File: config.mk
export PLATFORM = sky130hd
export DESIGN_NAME = irda_mir_rx_framer
export DESIGN_NICKNAME = d
export VERILOG_FILES = /design/src/rtl/irda_mir_rx_framer.sv
export SDC_FILE = /design/constraint.sdc
export NUM_CORES = 1
export LEC_CHECK = 0
export ABC_AREA = 1
export BUFFER_PORTS_ARGS = -buffer_cell sky130_fd_sc_hd__buf_2
export CELL_PAD_IN_SITES_DETAIL_PLACEMENT = 0
export CELL_PAD_IN_SITES_GLOBAL_PLACEMENT = 1
export CORE_MARGIN = 2
export CORE_UTILIZATION = 23
export DETAILED_ROUTE_END_ITERATION = 8
export GPL_ROUTABILITY_DRIVEN = 0
export GPL_TIMING_DRIVEN = 0
export PLACE_DENSITY_LB_ADDON = 0.1
export SLEW_MARGIN = 10
export SYNTH_ARGS = -nofsm -noshare
export SYNTH_HDL_FRONTEND = slang
export SYNTH_SLANG_ARGS = --single-unit
File: constraint.sdc
create_clock -name clk -period 3.1 [get_ports clk]
set_input_delay 0.62 -clock clk [delete_from_list [all_inputs] [get_ports clk]]
set_output_delay 0.62 -clock clk [all_outputs]
set_load 0.005 [all_outputs]
File: src/rtl/irda_mir_rx_framer.sv
// MIR receive framer: flag hunt, zero-destuffing, LSB-first byte assembly with
// one-byte-late emission so the closing flag's leading bits never reach byte_o.
module irda_mir_rx_framer #(
  parameter int MAX_BYTES = 2050,
  parameter int CNT_W     = 12
) (
  input  logic       clk,
  input  logic       wb_rst_n,
  input  logic       fast_enable,
  input  logic       mir_mode,
  input  logic       tx_select,
  input  logic       dec_bit_i,
  input  logic       dec_vld_i,
  output logic [7:0] byte_o,
  output logic       byte_vld_o,
  output logic       sof_o,
  output logic       eof_o,
  output logic       abort_o,
  output logic       frame_err_o,
  output logic       in_frame_o
);

  // state | meaning
  // HUNT  | waiting for an opening flag, data bits ignored
  // SYNC  | flag seen, assembling the first byte of a frame
  // DATA  | inside a frame, emitting the previous byte on each completion
  typedef enum logic [1:0] {HUNT, SYNC, DATA} state_t;

  state_t           state_q, state_d;
  logic [2:0]       ones_q, ones_d;
  logic [2:0]       bit_q, bit_d;
  logic [7:0]       shreg_q, shreg_d;
  logic [7:0]       pend_q, pend_d;
  logic             pend_vld_q, pend_vld_d;
  logic [CNT_W-1:0] byte_cnt_q, byte_cnt_d;
  logic [7:0]       byte_q, byte_d;
  logic             byte_vld_q, byte_vld_d;
  logic             sof_q, sof_d;
  logic             eof_q, eof_d;
  logic             abort_q, abort_d;
  logic             err_q, err_d;

  logic             en;
  logic [2:0]       ones_inc;
  logic [7:0]       sh_new;
  logic [CNT_W:0]   cnt_inc;
  logic             over;
  logic             first;
  logic             is_flag;
  logic             is_data;

  assign en       = fast_enable & mir_mode & ~tx_select;
  assign ones_inc = (ones_q == 3'd7) ? 3'd7 : ones_q + 3'd1;
  assign sh_new   = {dec_bit_i, shreg_q[7:1]};
  assign cnt_inc  = {1'b0, byte_cnt_q} + 1'b1;
  assign over     = 32'(cnt_inc) > 32'(MAX_BYTES);
  assign first    = (byte_cnt_q == '0);

  always_ff @(posedge clk or negedge wb_rst_n) begin
    if (!wb_rst_n) begin
      state_q    <= HUNT;
      ones_q     <= '0;
      bit_q      <= '0;
      shreg_q    <= '0;
      pend_q     <= '0;
      pend_vld_q <= 1'b0;
      byte_cnt_q <= '0;
      byte_q     <= '0;
      byte_vld_q <= 1'b0;
      sof_q      <= 1'b0;
      eof_q      <= 1'b0;
      abort_q    <= 1'b0;
      err_q      <= 1'b0;
    end else begin
      state_q    <= state_d;
      ones_q     <= ones_d;
      bit_q      <= bit_d;
      shreg_q    <= shreg_d;
      pend_q     <= pend_d;
      pend_vld_q <= pend_vld_d;
      byte_cnt_q <= byte_cnt_d;
      byte_q     <= byte_d;
      byte_vld_q <= byte_vld_d;
      sof_q      <= sof_d;
      eof_q      <= eof_d;
      abort_q    <= abort_d;
      err_q      <= err_d;
    end
  end

  always_comb begin
    state_d    = state_q;
    ones_d     = ones_q;
    bit_d      = bit_q;
    shreg_d    = shreg_q;
    pend_d     = pend_q;
    pend_vld_d = pend_vld_q;
    byte_cnt_d = byte_cnt_q;
    byte_d     = byte_q;
    byte_vld_d = 1'b0;
    sof_d      = 1'b0;
    eof_d      = 1'b0;
    abort_d    = 1'b0;
    err_d      = 1'b0;
    is_flag    = 1'b0;
    is_data    = 1'b0;

    if (!en) begin
      state_d    = HUNT;
      ones_d     = '0;
      bit_d      = '0;
      shreg_d    = '0;
      pend_d     = '0;
      pend_vld_d = 1'b0;
      byte_cnt_d = '0;
      byte_d     = '0;
    end else if (dec_vld_i) begin
      if (dec_bit_i) begin
        ones_d = ones_inc;
        if (ones_inc == 3'd7) begin
          abort_d    = (state_q == DATA);
          state_d    = HUNT;
          pend_vld_d = 1'b0;
          byte_cnt_d = '0;
        end else begin
          is_data = 1'b1;
        end
      end else begin
        ones_d = '0;
        if (ones_q == 3'd6)      is_flag = 1'b1;
        else if (ones_q != 3'd5) is_data = 1'b1;
      end

      if (is_flag) begin
        bit_d = '0;
        case (state_q)
          HUNT: state_d = SYNC;
          SYNC: err_d = (bit_q != 3'd7);
          default: begin
            state_d    = SYNC;
            pend_vld_d = 1'b0;
            byte_cnt_d = '0;
            if (bit_q != 3'd7) begin
              err_d = 1'b1;
            end else if (pend_vld_q) begin
              if (over) begin
                err_d   = 1'b1;
                state_d = HUNT;
              end else begin
                byte_d     = pend_q;
                byte_vld_d = 1'b1;
                sof_d      = first;
                eof_d      = 1'b1;
              end
            end
          end
        endcase
      end

      // Data bits are only assembled once a flag has given us byte alignment
      if (is_data && state_q != HUNT) begin
        shreg_d = sh_new;
        bit_d   = bit_q + 3'd1;
        if (bit_q == 3'd7) begin
          pend_d     = sh_new;
          pend_vld_d = 1'b1;
          if (state_q == SYNC) begin
            state_d    = DATA;
            byte_cnt_d = '0;
          end else if (over) begin
            err_d      = 1'b1;
            state_d    = HUNT;
            pend_vld_d = 1'b0;
            byte_cnt_d = '0;
          end else begin
            byte_d     = pend_q;
            byte_vld_d = 1'b1;
            sof_d      = first;
            byte_cnt_d = cnt_inc[CNT_W-1:0];
          end
        end
      end
    end
  end

  assign byte_o      = byte_q;
  assign byte_vld_o  = byte_vld_q;
  assign sof_o       = sof_q;
  assign eof_o       = eof_q;
  assign abort_o     = abort_q;
  assign frame_err_o = err_q;
  assign in_frame_o  = (state_q == DATA);

endmodule

Word level (Yosys, flattened, before mapping)
Cells that the tools add are included.
- $add $sub $neg: 3
- order comparisons: 1
- equal/unequal tests: 12
- mux-type cells: 107
- bitwise gates (word level): 3
- reduce and logical (&&, ||, !) cells: 8
- operator list (operator ; number):
    8-bit two-way mux ; 18
    12-bit two-way mux ; 10
    1-bit two-way mux ; 60
    3-bit two-way mux ; 8
    2-bit two-way mux ; 9
    12-bit by 1-bit adder with 13-bit output, second input constant ; 1
    13-bit by 12-bit greater-than comparator with 1-bit output, second input constant ; 1
    3-bit == test, second input constant ; 4
    12-bit zero test ; 1
    3-bit by 1-bit adder with 3-bit output, second input constant ; 2
    3-bit != test, second input constant ; 2
    2-bit by 1-bit != test with 1-bit output, second input constant ; 2
    2-bit one-hot mux with 2 select lines ; 1
    2-bit AND reduction ; 2
    3-bit by 1-bit != test with 1-bit output, second input constant ; 1
    3-bit AND reduction ; 1
    1-bit AND ; 2
    2-bit by 1-bit == test with 1-bit output, second input constant ; 1
    2-bit == test, second input constant ; 1
    2-bit zero test ; 1
    2-bit != test, second input constant ; 1
    1-bit one-hot mux with 2 select lines ; 1
    2-bit nonzero test ; 1
    2-bit OR reduction ; 1
    other kinds (2) ; 2
- flip-flop bits (word level): 50
- output and inout port bits: 14

Depth between registers and ports, before layout
Gate-level depths: netlist (run 1).
- depth after elaboration: 13
- mapped depth: 16

Least setup slack after synthesis (run 1)
No wires, ideal clock.
- path type: input-to-reg
- from: in fast_enable
- to: reg shreg_q[3]
- data arrival time: 1.791 ns
- required time: 2.969 ns
- slack: 1.178 ns
- cell stages on the path: 10
- buffers on the path: 1
- cells stage by stage: nand2_1 > nor2_1 > inv_2 > nor2_1 > inv_1 > o21ai_0 > inv_1 > clkbuf_1 > nand2_1 > o21ai_0
- word-level cells in the longest chain between the ends: 4
- ends and longest elaborated chain (item ; line ; source):
    start: declaration ; 9 ; input logic fast_enable,
    1-bit AND (*) (2 in a row) ; 52 ; assign en = fast_enable & mir_mode & ~tx_select;
    2-bit by 1-bit != test with 1-bit output (no line) / 2-bit != test (equally long branches) ; n/a ;
    2-bit AND reduction (no line) ; n/a ;
    end signal: assignment ; 78 ; shreg_q <= shreg_d;
    end: declaration ; 32 ; logic [7:0] shreg_q, shreg_d;
Every way passes the cells marked *; elsewhere a longest branch is shown, timed or not.
A chain may end at the register's enable or synchronous reset.

Worst setup path in the final report (run 1)
- from: in fast_enable
- to: reg shreg_q[4]
Same word-level chain as after synthesis.

==> results of run 1 <==
-- metrics by stage --
step           worst slack (ns)  cells  hold WS [ns]
6_report                  0.664    602         0.347
5_1_grt                   0.327    602         0.422
4_1_cts                   0.626    602         0.383
3_5_place_dp              0.300    594         0.488
3_3_place_gp              0.382    594         0.485
2_1_floorplan              1.18    402         0.324
-- layout make-up --
cell class	count	area [sq um]
sequential	49	1230
clock buffer	5	125
inverter	67	251
buffer	14	105
multi-input combinational	272	1370
clock inverter	3	46.3
fill	1399	9130
timing repair buffer	20	103
tap	172	215
-- how the worst min path moves through the flow --
stage | endpoint | cells after the start
6_report | byte_cnt_q[2] | 1
5_1_grt | byte_cnt_q[5] | 1
4_1_cts | byte_cnt_q[5] | 1
3_5_place_dp | byte_o[3] | 2
3_3_place_gp | byte_o[4] | 2
2_1_floorplan | abort_o | 0
-- Yosys cell counts (3+ instances only) --
| cell | count |
|---|---|
| sky130_fd_sc_hd__nand2_1 | 125 |
| sky130_fd_sc_hd__nor2_1 | 24 |
| sky130_fd_sc_hd__a21oi_1 | 4 |
| sky130_fd_sc_hd__clkbuf_1 | 4 |
| sky130_fd_sc_hd__nand2_2 | 3 |
| sky130_fd_sc_hd__buf_2 | 5 |
| sky130_fd_sc_hd__nand3_2 | 3 |
| sky130_fd_sc_hd__dfrtp_1 | 49 |
| sky130_fd_sc_hd__inv_1 | 66 |
| sky130_fd_sc_hd__o2111ai_1 | 8 |
| sky130_fd_sc_hd__ha_1 | 8 |
| sky130_fd_sc_hd__nand4_1 | 14 |
| sky130_fd_sc_hd__nor3_1 | 6 |
| sky130_fd_sc_hd__o21ai_0 | 27 |
| sky130_fd_sc_hd__o21ai_1 | 9 |
| sky130_fd_sc_hd__nand3_1 | 24 |
-- registers in the layout, indices dropped and copies added (netlist names) --
register,flops
shreg_q,7
state_q,2
eof_o,1
bit_q,3
frame_err_o,1
pend_q,8
sof_o,1
byte_o,8
abort_o,1
pend_vld_q,1
byte_cnt_q,12
byte_vld_o,1
ones_q,3
-- power breakdown --
part / internal (mW) / leakage, nW / switching, mW
sequential: 0.640 / 0.685 / 0.000497
clock: 0.383 / 0.0800 / 0.276
combinational: 0.00737 / 0.957 / 0.0344
-- worst max-delay path, delay by kind of cell --
kind                   cells  cell delay [ns]
AOI/OAI and AO/OA          2             0.25
buffers and inverters      5             0.81
and+or+nand+nor            4             0.93
-- logic make-up (layout without fill, tap and decap cells) --
group	after synthesis	count (layout)	share of synthesized area (%)
buffers and inverters	81	109	12.1
AND/OR/NAND/NOR	208	208	31.1
XOR/XNOR	2	2	0.594
flip-flops	49	49	41.5
adder cells (fa/ha/maj)	8	8	3.39
AO/OA/AOI/OAI	54	54	11.3
-- cell usage in the layout (no fill, tap or decap), types with 4 or more instances in the layout --
cell,Yosys,layout
sky130_fd_sc_hd__inv_1,66,66
sky130_fd_sc_hd__nor3_1,6,6
sky130_fd_sc_hd__o2111ai_1,8,8
sky130_fd_sc_hd__o21ai_1,9,9
sky130_fd_sc_hd__a21oi_1,4,4
sky130_fd_sc_hd__nand3_1,24,24
sky130_fd_sc_hd__nand4_1,14,14
sky130_fd_sc_hd__buf_2,5,24
sky130_fd_sc_hd__clkbuf_16,0,5
sky130_fd_sc_hd__nor2_1,24,24
sky130_fd_sc_hd__ha_1,8,8
sky130_fd_sc_hd__dfrtp_1,49,49
sky130_fd_sc_hd__o21ai_0,27,27
sky130_fd_sc_hd__nand2_1,125,125
sky130_fd_sc_hd__clkbuf_1,4,4
-- layer usage --
metal	wire length (um)	part of all wire [%]	track usage (%)
met1	4270	51	18.7
met2	3740	45	20.4
met3	168	2.0	2.42
met4	215	2.6	6.27
met5	0	0	0
==> reports/summary.txt, run 1 <==
TIMING
--------------------------------------------------------------------------------------------------------
Portion of the clock cycle consumed by the worst path in the final layout                          78.6%
Hold violation total from the final report                                                             0
Final setup skew                                                                              0.00548 ns
Maximum operating frequency                                                                      411 MHz
Final-report max-slew violation count                                                                  0
Final Setup Violations                                                                                 0
Time the worst path needs with I/O delays and setup                                              2.44 ns
Setup repair after global routing missed its margin                                                false
Worst slew margin                                                                                  47.8%
Sum Neg Setup Slack                                                                                 0 ns
Worst-Margin Slew                                                                               0.778 ns

FLOW RUN
--------------------------------------------------------------------------------------------------------
Number of max-cap violations                                                                           0

WORST SETUP PATH
--------------------------------------------------------------------------------------------------------
Data required, critical path                                                                     3.28 ns
Endpoint of the lowest-slack register-to-register path                                      byte_cnt_q[9]
Ordered cell list for the critical path                                                     buf_2 -> nand2_1 -> nor2_1 -> inv_2 -> nor2_1 -> inv_1 -> o21ai_0 -> inv_1 -> clkbuf_1 -> nand2_1 -> o21ai_0
Slowest stage delay, CP                                                                          0.56 ns
Cells on worst reg2reg path                                                                           11
CP Capture Point                                                                              shreg_q[4]
Crit Path Category                                                                             in -> reg
Critical Path Start                                                                          fast_enable
Startpoint type of the worst setup path                                                       input port
Critical path endpoint category                                                                 register
Slack of the worst reg-to-reg path                                                               0.75 ns
CP max-delay cell                                                                           sky130_fd_sc_hd__nor2_1
Worst reg2reg path startpoint                                                                  ones_q[0]
Arrival time reported for the critical path endpoint                                             2.61 ns
Crit-path max FO                                                                                      10

ROUTE
--------------------------------------------------------------------------------------------------------
Count of vias placed by the detailed router                                                         2592
Violation count after the first detailed-routing iteration                                           148
Detailed-route DRC error count                                                                         0
1st-pass router iterations                                                                             4
Post-detailed-route wirelength per cell                                                          13.9 um
Aggregate routed wire length                                                                     8.39 mm
Number of nets with antenna violations after routing                                                   0
Via/cell ratio                                                                                      4.31

CLOCK TREE
--------------------------------------------------------------------------------------------------------
Post-CTS clock slew at the launch and capture registers of the worst setup and hold paths        0.07 ns
Post-CTS setup repair buffer count                                                                     0
Post-CTS Hold Buffers                                                                                  0
Worst-case clock buffer depth                                                                          2
Root buffer cell                                                                            sky130_fd_sc_hd__clkbuf_16
Deepest level of the CTS H-tree                                                                        2
Total of cells resized after clock tree synthesis                                                      0
Number of buffers inserted during clock tree synthesis                                                 5
Number of clock sinks                                                                                 49
Later-pin clock latency in the skew report                                                       0.31 ns
TritonCTS clock tree                                                                               built

FINAL LAYOUT
--------------------------------------------------------------------------------------------------------
Antenna diode count                                                                                    0
Area overhead of the layout relative to synthesis                                                  16.6%
Net count, final                                                                                     444
Post-Layout Inst Area                                                                         3440 sq um
Layout cell share with drive strength beyond 1                                                     11.4%
Utilization after layout                                                                           27.4%

POWER
--------------------------------------------------------------------------------------------------------
P per Cell Area                                                                              390 nW/um^2
Pwr Total                                                                                        1.34 mW
Leakage dissipation                                                                              1.72 nW
Peak VDD IR                                                                                     0.189 mV

SYNTH
--------------------------------------------------------------------------------------------------------
Area share of the leading cell type in the synthesized netlist                                     41.5%
Synthesized area per cell                                                                     7.34 sq um
Register bit count reported by yosys                                                                  49
Number of unique standard cell types used by synthesis                                                34
Synthesized netlist net count                                                                        417
Top area cells in the synthesized netlist                                                   sky130_fd_sc_hd__dfrtp_1 42%, sky130_fd_sc_hd__nand2_1 16%, sky130_fd_sc_hd__inv_1 8.4%
Yosys warning count                                                                                    0
Cell area after synthesis                                                                     2950 sq um
Asr flop ratio synth                                                                                100%
Part of the Yosys area used for sequential elements                                                41.5%
Most used DFF post-synth                                                                    sky130_fd_sc_hd__dfrtp_1
EDFF count, synth                                                                                      0
Cell accounting for the most synthesized area                                               sky130_fd_sc_hd__dfrtp_1
Post-synthesis instance total                                                                        402

FLOORPLANNING
--------------------------------------------------------------------------------------------------------
Number of I/O pins                                                                                    21
Total core area                                                                              12600 sq um
Die X-Extent                                                                                      117 um
Area of the die                                                                              13800 sq um
Starting density of the core                                                                       23.5%
Vertical die dimension                                                                            117 um
Std cell rows                                                                                         41

GLOBAL ROUTE
--------------------------------------------------------------------------------------------------------
Overall routing resource usage                                                                     13.5%
Maximum number of pins on one net before global-route repair                                          50
Global-route wire length before repair                                                           13.9 mm
Global route overflow                                                                                  0
Number of global-route vias before repair                                                           2563
Initial antenna violation count                                                                        0

RUN STATUS
--------------------------------------------------------------------------------------------------------
Outcome                                                                                        completed

PLACED DESIGN
--------------------------------------------------------------------------------------------------------
I/O Buffers                                                                                           20
Standard cell area after detailed placement                                                   3270 sq um
Detailed-placement wirelength estimate                                                           5.83 mm

HOLD PATH
--------------------------------------------------------------------------------------------------------
Worst Hold Class                                                                             in -> async

No activity file was read; power rests on OpenSTA's default activity.
==> inputs of run 2 (changes only) <==
--- a/config.mk
+++ b/config.mk
@@ -5,7 +5,7 @@
 export SDC_FILE = /design/constraint.sdc
 export NUM_CORES = 1
 export LEC_CHECK = 0
-export ABC_AREA = 1
+export ABC_AREA = 0
 export BUFFER_PORTS_ARGS = -buffer_cell sky130_fd_sc_hd__buf_2
 export CELL_PAD_IN_SITES_DETAIL_PLACEMENT = 0
 export CELL_PAD_IN_SITES_GLOBAL_PLACEMENT = 1
==> constraint.sdc (replaced) <==
create_clock -name clk -period 2.3 [get_ports clk]
set_input_delay 0.46 -clock clk [delete_from_list [all_inputs] [get_ports clk]]
set_output_delay 0.46 -clock clk [all_outputs]
set_load 0.005 [all_outputs]
==> run 2 against run 1 <==
Compared with the run above:
- synthesized cell count fell by 23%
- synthesized area fell by 2.8%
- sequential share of layout area fell by 3.1 points
- worst hold slack got worse by 0.15 ns
- critical path depth fell by 1
- setup slack got worse by 0.63 ns
- via count fell by 5.8%
- critical path type is now reg -> reg
==> reports/summary.txt, run 2 <==
WORST SETUP PATH
--------------------------------------------------------------------------------------------------------
Crit-path max FO                                                                                       7   was 10
Crit Path Category                                                                            reg -> reg   was in -> reg
Startpoint type of the worst setup path                                                         register   was input port
Arrival time reported for the critical path endpoint                                             2.43 ns   was 2.61 ns
Ordered cell list for the critical path                                                     ha_4 -> buf_8 -> nor2_4 -> a21oi_2 -> o32a_1 -> a211oi_4 -> buf_4 -> a31oi_4 -> o21ai_1 -> a21oi_2   was buf_2 -> nand2_1 -> nor2_1 -> inv_2 -> nor2_1 -> inv_1 -> o21ai_0 -> inv_1 -> clkbuf_1 -> nand2_1 -> o21ai_0
Slowest stage delay, CP                                                                          0.43 ns   was 0.56 ns
Cells on worst reg2reg path                                                                           10   was 11
Critical path endpoint category                                                                 register   unchanged
Cell with the most instances on the worst path                                              sky130_fd_sc_hd__a21oi_2
CP max-delay cell                                                                           sky130_fd_sc_hd__dfrtp_2   was sky130_fd_sc_hd__nor2_1
Data required, critical path                                                                     2.46 ns   was 3.28 ns

GLOBAL ROUTE
--------------------------------------------------------------------------------------------------------
Overall routing resource usage                                                                     13.5%   about the same
Initial antenna violation count                                                                        0   unchanged
Global-route wire length before repair                                                           13.9 mm   about the same
Maximum number of pins on one net before global-route repair                                          50   unchanged
Global route overflow                                                                                  0   unchanged
Number of global-route vias before repair                                                           2451   was 2563

SYNTH
--------------------------------------------------------------------------------------------------------
Simple-gate share of the synthesized area                                                          25.1%   was 31.1%
Asr flop ratio synth                                                                                100%   unchanged
Post-Synth XOR/XNOR Area                                                                          0.611%   was 0.593%
Cell area after synthesis                                                                     2870 sq um   was 2950 sq um
Register bit count reported by yosys                                                                  49   unchanged
Cell accounting for the most synthesized area                                               sky130_fd_sc_hd__dfrtp_1   unchanged
Area share of the leading cell type in the synthesized netlist                                     42.8%   was 41.5%
Main combinational cell family by area after synthesis                                      simple AND/OR/NAND/NOR gates   unchanged
Multiplexer area fraction after synthesis                                                          5.58%   was 0%
Adder and majority cell fraction of the synthesized area                                           3.49%   was 3.39%
Yosys warning count                                                                                    0   unchanged
Top-count cell post-synth                                                                   sky130_fd_sc_hd__dfrtp_1   was sky130_fd_sc_hd__nand2_1
Post-synthesis instance total                                                                        309   was 402
Top area cells in the synthesized netlist                                                   sky130_fd_sc_hd__dfrtp_1 43%, sky130_fd_sc_hd__mux2i_1 5.6%, sky130_fd_sc_hd__nand2_1 4.5%   was sky130_fd_sc_hd__dfrtp_1 42%, sky130_fd_sc_hd__nand2_1 16%, sky130_fd_sc_hd__inv_1 8.4%
Share of the synthesized area in compound gates (AO/OA/AOI/OAI)                                    17.4%   was 11.3%
Most frequent cells after synthesis                                                         49 x sky130_fd_sc_hd__dfrtp_1, 34 x sky130_fd_sc_hd__nand2_1, 32 x sky130_fd_sc_hd__nor2_1   was 125 x sky130_fd_sc_hd__nand2_1, 66 x sky130_fd_sc_hd__inv_1, 49 x sky130_fd_sc_hd__dfrtp_1
Number of unique standard cell types used by synthesis                                                67   was 34
Most used DFF post-synth                                                                    sky130_fd_sc_hd__dfrtp_1   unchanged
EDFF count, synth                                                                                      0   unchanged
Part of the Yosys area used for sequential elements                                                42.8%   was 41.5%
Synthesized netlist net count                                                                        324   was 417
Synthesized area per cell                                                                     9.28 sq um   was 7.34 sq um

CLOCK TREE
--------------------------------------------------------------------------------------------------------
Worst-case clock buffer depth                                                                          2   unchanged
Root buffer cell                                                                            sky130_fd_sc_hd__clkbuf_16   unchanged
Post-CTS clock slew at the launch and capture registers of the worst setup and hold paths        0.08 ns   was 0.07 ns
Deepest level of the CTS H-tree                                                                        2   unchanged
Number of buffers inserted during clock tree synthesis                                                 5   unchanged
Later-pin clock latency in the skew report                                                       0.30 ns   was 0.31 ns
TritonCTS clock tree                                                                               built   unchanged
Number of clock sinks                                                                                 49   unchanged
Post-CTS Hold Buffers                                                                                  0   unchanged

FINAL LAYOUT
--------------------------------------------------------------------------------------------------------
Layout cell share with drive strength beyond 1                                                     32.3%   was 11.4%
Max reg flops                                                                                         12   unchanged
Filler-free cell count of the finished design                                                        524   was 602
Net count, final                                                                                     370   was 444
Area overhead of the layout relative to synthesis                                                  32.2%   was 16.6%
Post-Layout Inst Area                                                                         3790 sq um   was 3440 sq um
Utilization after layout                                                                           31.3%   was 27.4%
Sequential cell area in the final layout                                                      1230 sq um   about the same
Total of fill cells in the finished design                                                          1318   was 1399
Area occupied by multi-input gates                                                            1740 sq um   was 1370 sq um
Register with the most flip-flops                                                             byte_cnt_q   unchanged
Most common library cell in the layout ignoring fill and taps                               sky130_fd_sc_hd__dfrtp_1   was sky130_fd_sc_hd__nand2_1
Most frequent cells in the layout                                                           43 x sky130_fd_sc_hd__dfrtp_1, 32 x sky130_fd_sc_hd__nand2_1, 29 x sky130_fd_sc_hd__nor2_1   was 125 x sky130_fd_sc_hd__nand2_1, 66 x sky130_fd_sc_hd__inv_1, 49 x sky130_fd_sc_hd__dfrtp_1
Antenna diode count                                                                                    0   unchanged

FLOORPLANNING
--------------------------------------------------------------------------------------------------------
Area of the die                                                                              13400 sq um   was 13800 sq um
Vertical die dimension                                                                            116 um   was 117 um
Total core area                                                                              12100 sq um   was 12600 sq um
Die X-Extent                                                                                      116 um   was 117 um
Number of I/O pins                                                                                    21   unchanged
Std cell rows                                                                                         40   was 41
Starting density of the core                                                                       23.7%   was 23.5%

ROUTE
--------------------------------------------------------------------------------------------------------
Top layer reached by signal wires                                                                   met4   unchanged
Total length of routed met2 wires                                                                3.89 mm   was 3.74 mm
1st-pass router iterations                                                                             4   unchanged
Detailed-route DRC error count                                                                         0   unchanged
Number of nets with antenna violations after routing                                                   0   unchanged
Aggregate routed wire length                                                                     8.73 mm   was 8.39 mm
Via/cell ratio                                                                                      4.66   was 4.31
Wire length on met1                                                                              4.53 mm   was 4.27 mm
Violation count after the first detailed-routing iteration                                            89   was 148
Post-detailed-route wirelength per cell                                                          16.7 um   was 13.9 um
Total length of routed met3 wires                                                                 221 um   was 168 um
Count of vias placed by the detailed router                                                         2442   was 2592

TIMING
--------------------------------------------------------------------------------------------------------
Portion of the clock cycle consumed by the worst path in the final layout                          98.5%
Time the worst path needs with I/O delays and setup                                              2.27 ns
Final-report max-slew violation count                                                                  0   unchanged
Final setup skew                                                                              0.00662 ns   was 0.00548 ns
Setup repair after global routing missed its margin                                                 true   was false
Sum Neg Setup Slack                                                                                 0 ns   unchanged
Worst-Margin Slew                                                                               0.698 ns   was 0.778 ns
Maximum operating frequency                                                                      441 MHz
Final Setup Violations                                                                                 0   unchanged
Worst hold slack                                                                                0.200 ns   was 0.347 ns
Worst slew margin                                                                                  53.4%   was 47.8%
Hold violation total from the final report                                                             0   unchanged

HOLD PATH
--------------------------------------------------------------------------------------------------------
Worst Hold Class                                                                             in -> async   unchanged

POWER
--------------------------------------------------------------------------------------------------------
Peak VDD IR                                                                                     0.231 mV   was 0.189 mV
Leakage dissipation                                                                              1.50 nW   was 1.72 nW
P per Cell Area                                                                              454 nW/um^2   was 390 nW/um^2

PLACED DESIGN
--------------------------------------------------------------------------------------------------------
Post-Place Cells                                                                                     497   was 594
Standard cell area after detailed placement                                                   3180 sq um   was 3270 sq um
I/O Buffers                                                                                           20   unchanged
Detailed-placement wirelength estimate                                                           5.48 mm   was 5.83 mm

FLOW RUN
--------------------------------------------------------------------------------------------------------
Number of max-cap violations                                                                           0   unchanged

RUN STATUS
--------------------------------------------------------------------------------------------------------
Outcome                                                                                        completed   unchanged

-- run 2: logic make-up (layout without fill, tap and decap cells) --
group	after synthesis	count (layout)
DFF	49	49
buffers and inverters	27	73
AOI/OAI and AO/OA	74	75
xor gates and xnor gates	2	2
and+or+nand+nor	133	133
muxes	16	16
adders and majority gates	8	8
-- run 2: per-stage QoR --
stage	total power [mW]	setup WS (ns)
after floorplan	0.900	0.0411
after global placement	0.940	-0.768
after detailed placement	0.940	-0.773
after CTS	1.75	0.00313
after global routing	1.79	-0.0465
final	1.72	0.0340
-- run 2: worst paths after layout --
path	startpoint	to	slack [ns]
setup / recovery	byte_cnt_q[1]	byte_o[5]	0.03
hold / removal	wb_rst_n	abort_o	0.20
setup reg to reg	byte_cnt_q[1]	byte_o[5]	0.03
hold reg to reg	bit_q[1]	bit_q[1]	0.53
max in group asynchronous	wb_rst_n	byte_cnt_q[4]	1.58
min in group clk	bit_q[1]	bit_q[1]	0.53
-- run 2: worst max-delay path, delay by kind of cell (launching register included) --
family          cells  cell delay, ns
compound gates      6            1.14
simple gates        1            0.07
flops               1            0.43
buf+inv             2            0.32
fa+ha+maj           1            0.17
-- run 2: area by class of cell --
type                       instances  area share, %
buffer                            16           3.47
clock buffer                       5           3.30
clock inverter                     3          0.759
inverter                           8          0.792
multi-input combinational        234           45.8
sequential                        49           32.5
tap                              168           5.54
timing repair buffer              41           7.76
-- run 2: report_power, final --
part	internal, mW	switching (mW)
Combinational	0.0137	0.0512
Sequential	0.861	0.000527
Clock	0.418	0.378
-- run 2: repair_timing --
| item | in CTS | in global routing |
|---|---|---|
| setup buffers | 6 | 14 |
| gates resized for setup | 33 | 37 |
| cloned | 1 | 1 |
| pin swaps | 3 | 22 |
| endpoints found under the setup margin | 45 | 40 |
-- run 2: per-layer routing --
metal  up-vias  GRT usage, %
li1       1218             -
met1      1184          20.1
met2        34          20.0
met3         6          2.46
met4         0          3.97
met5         -             0
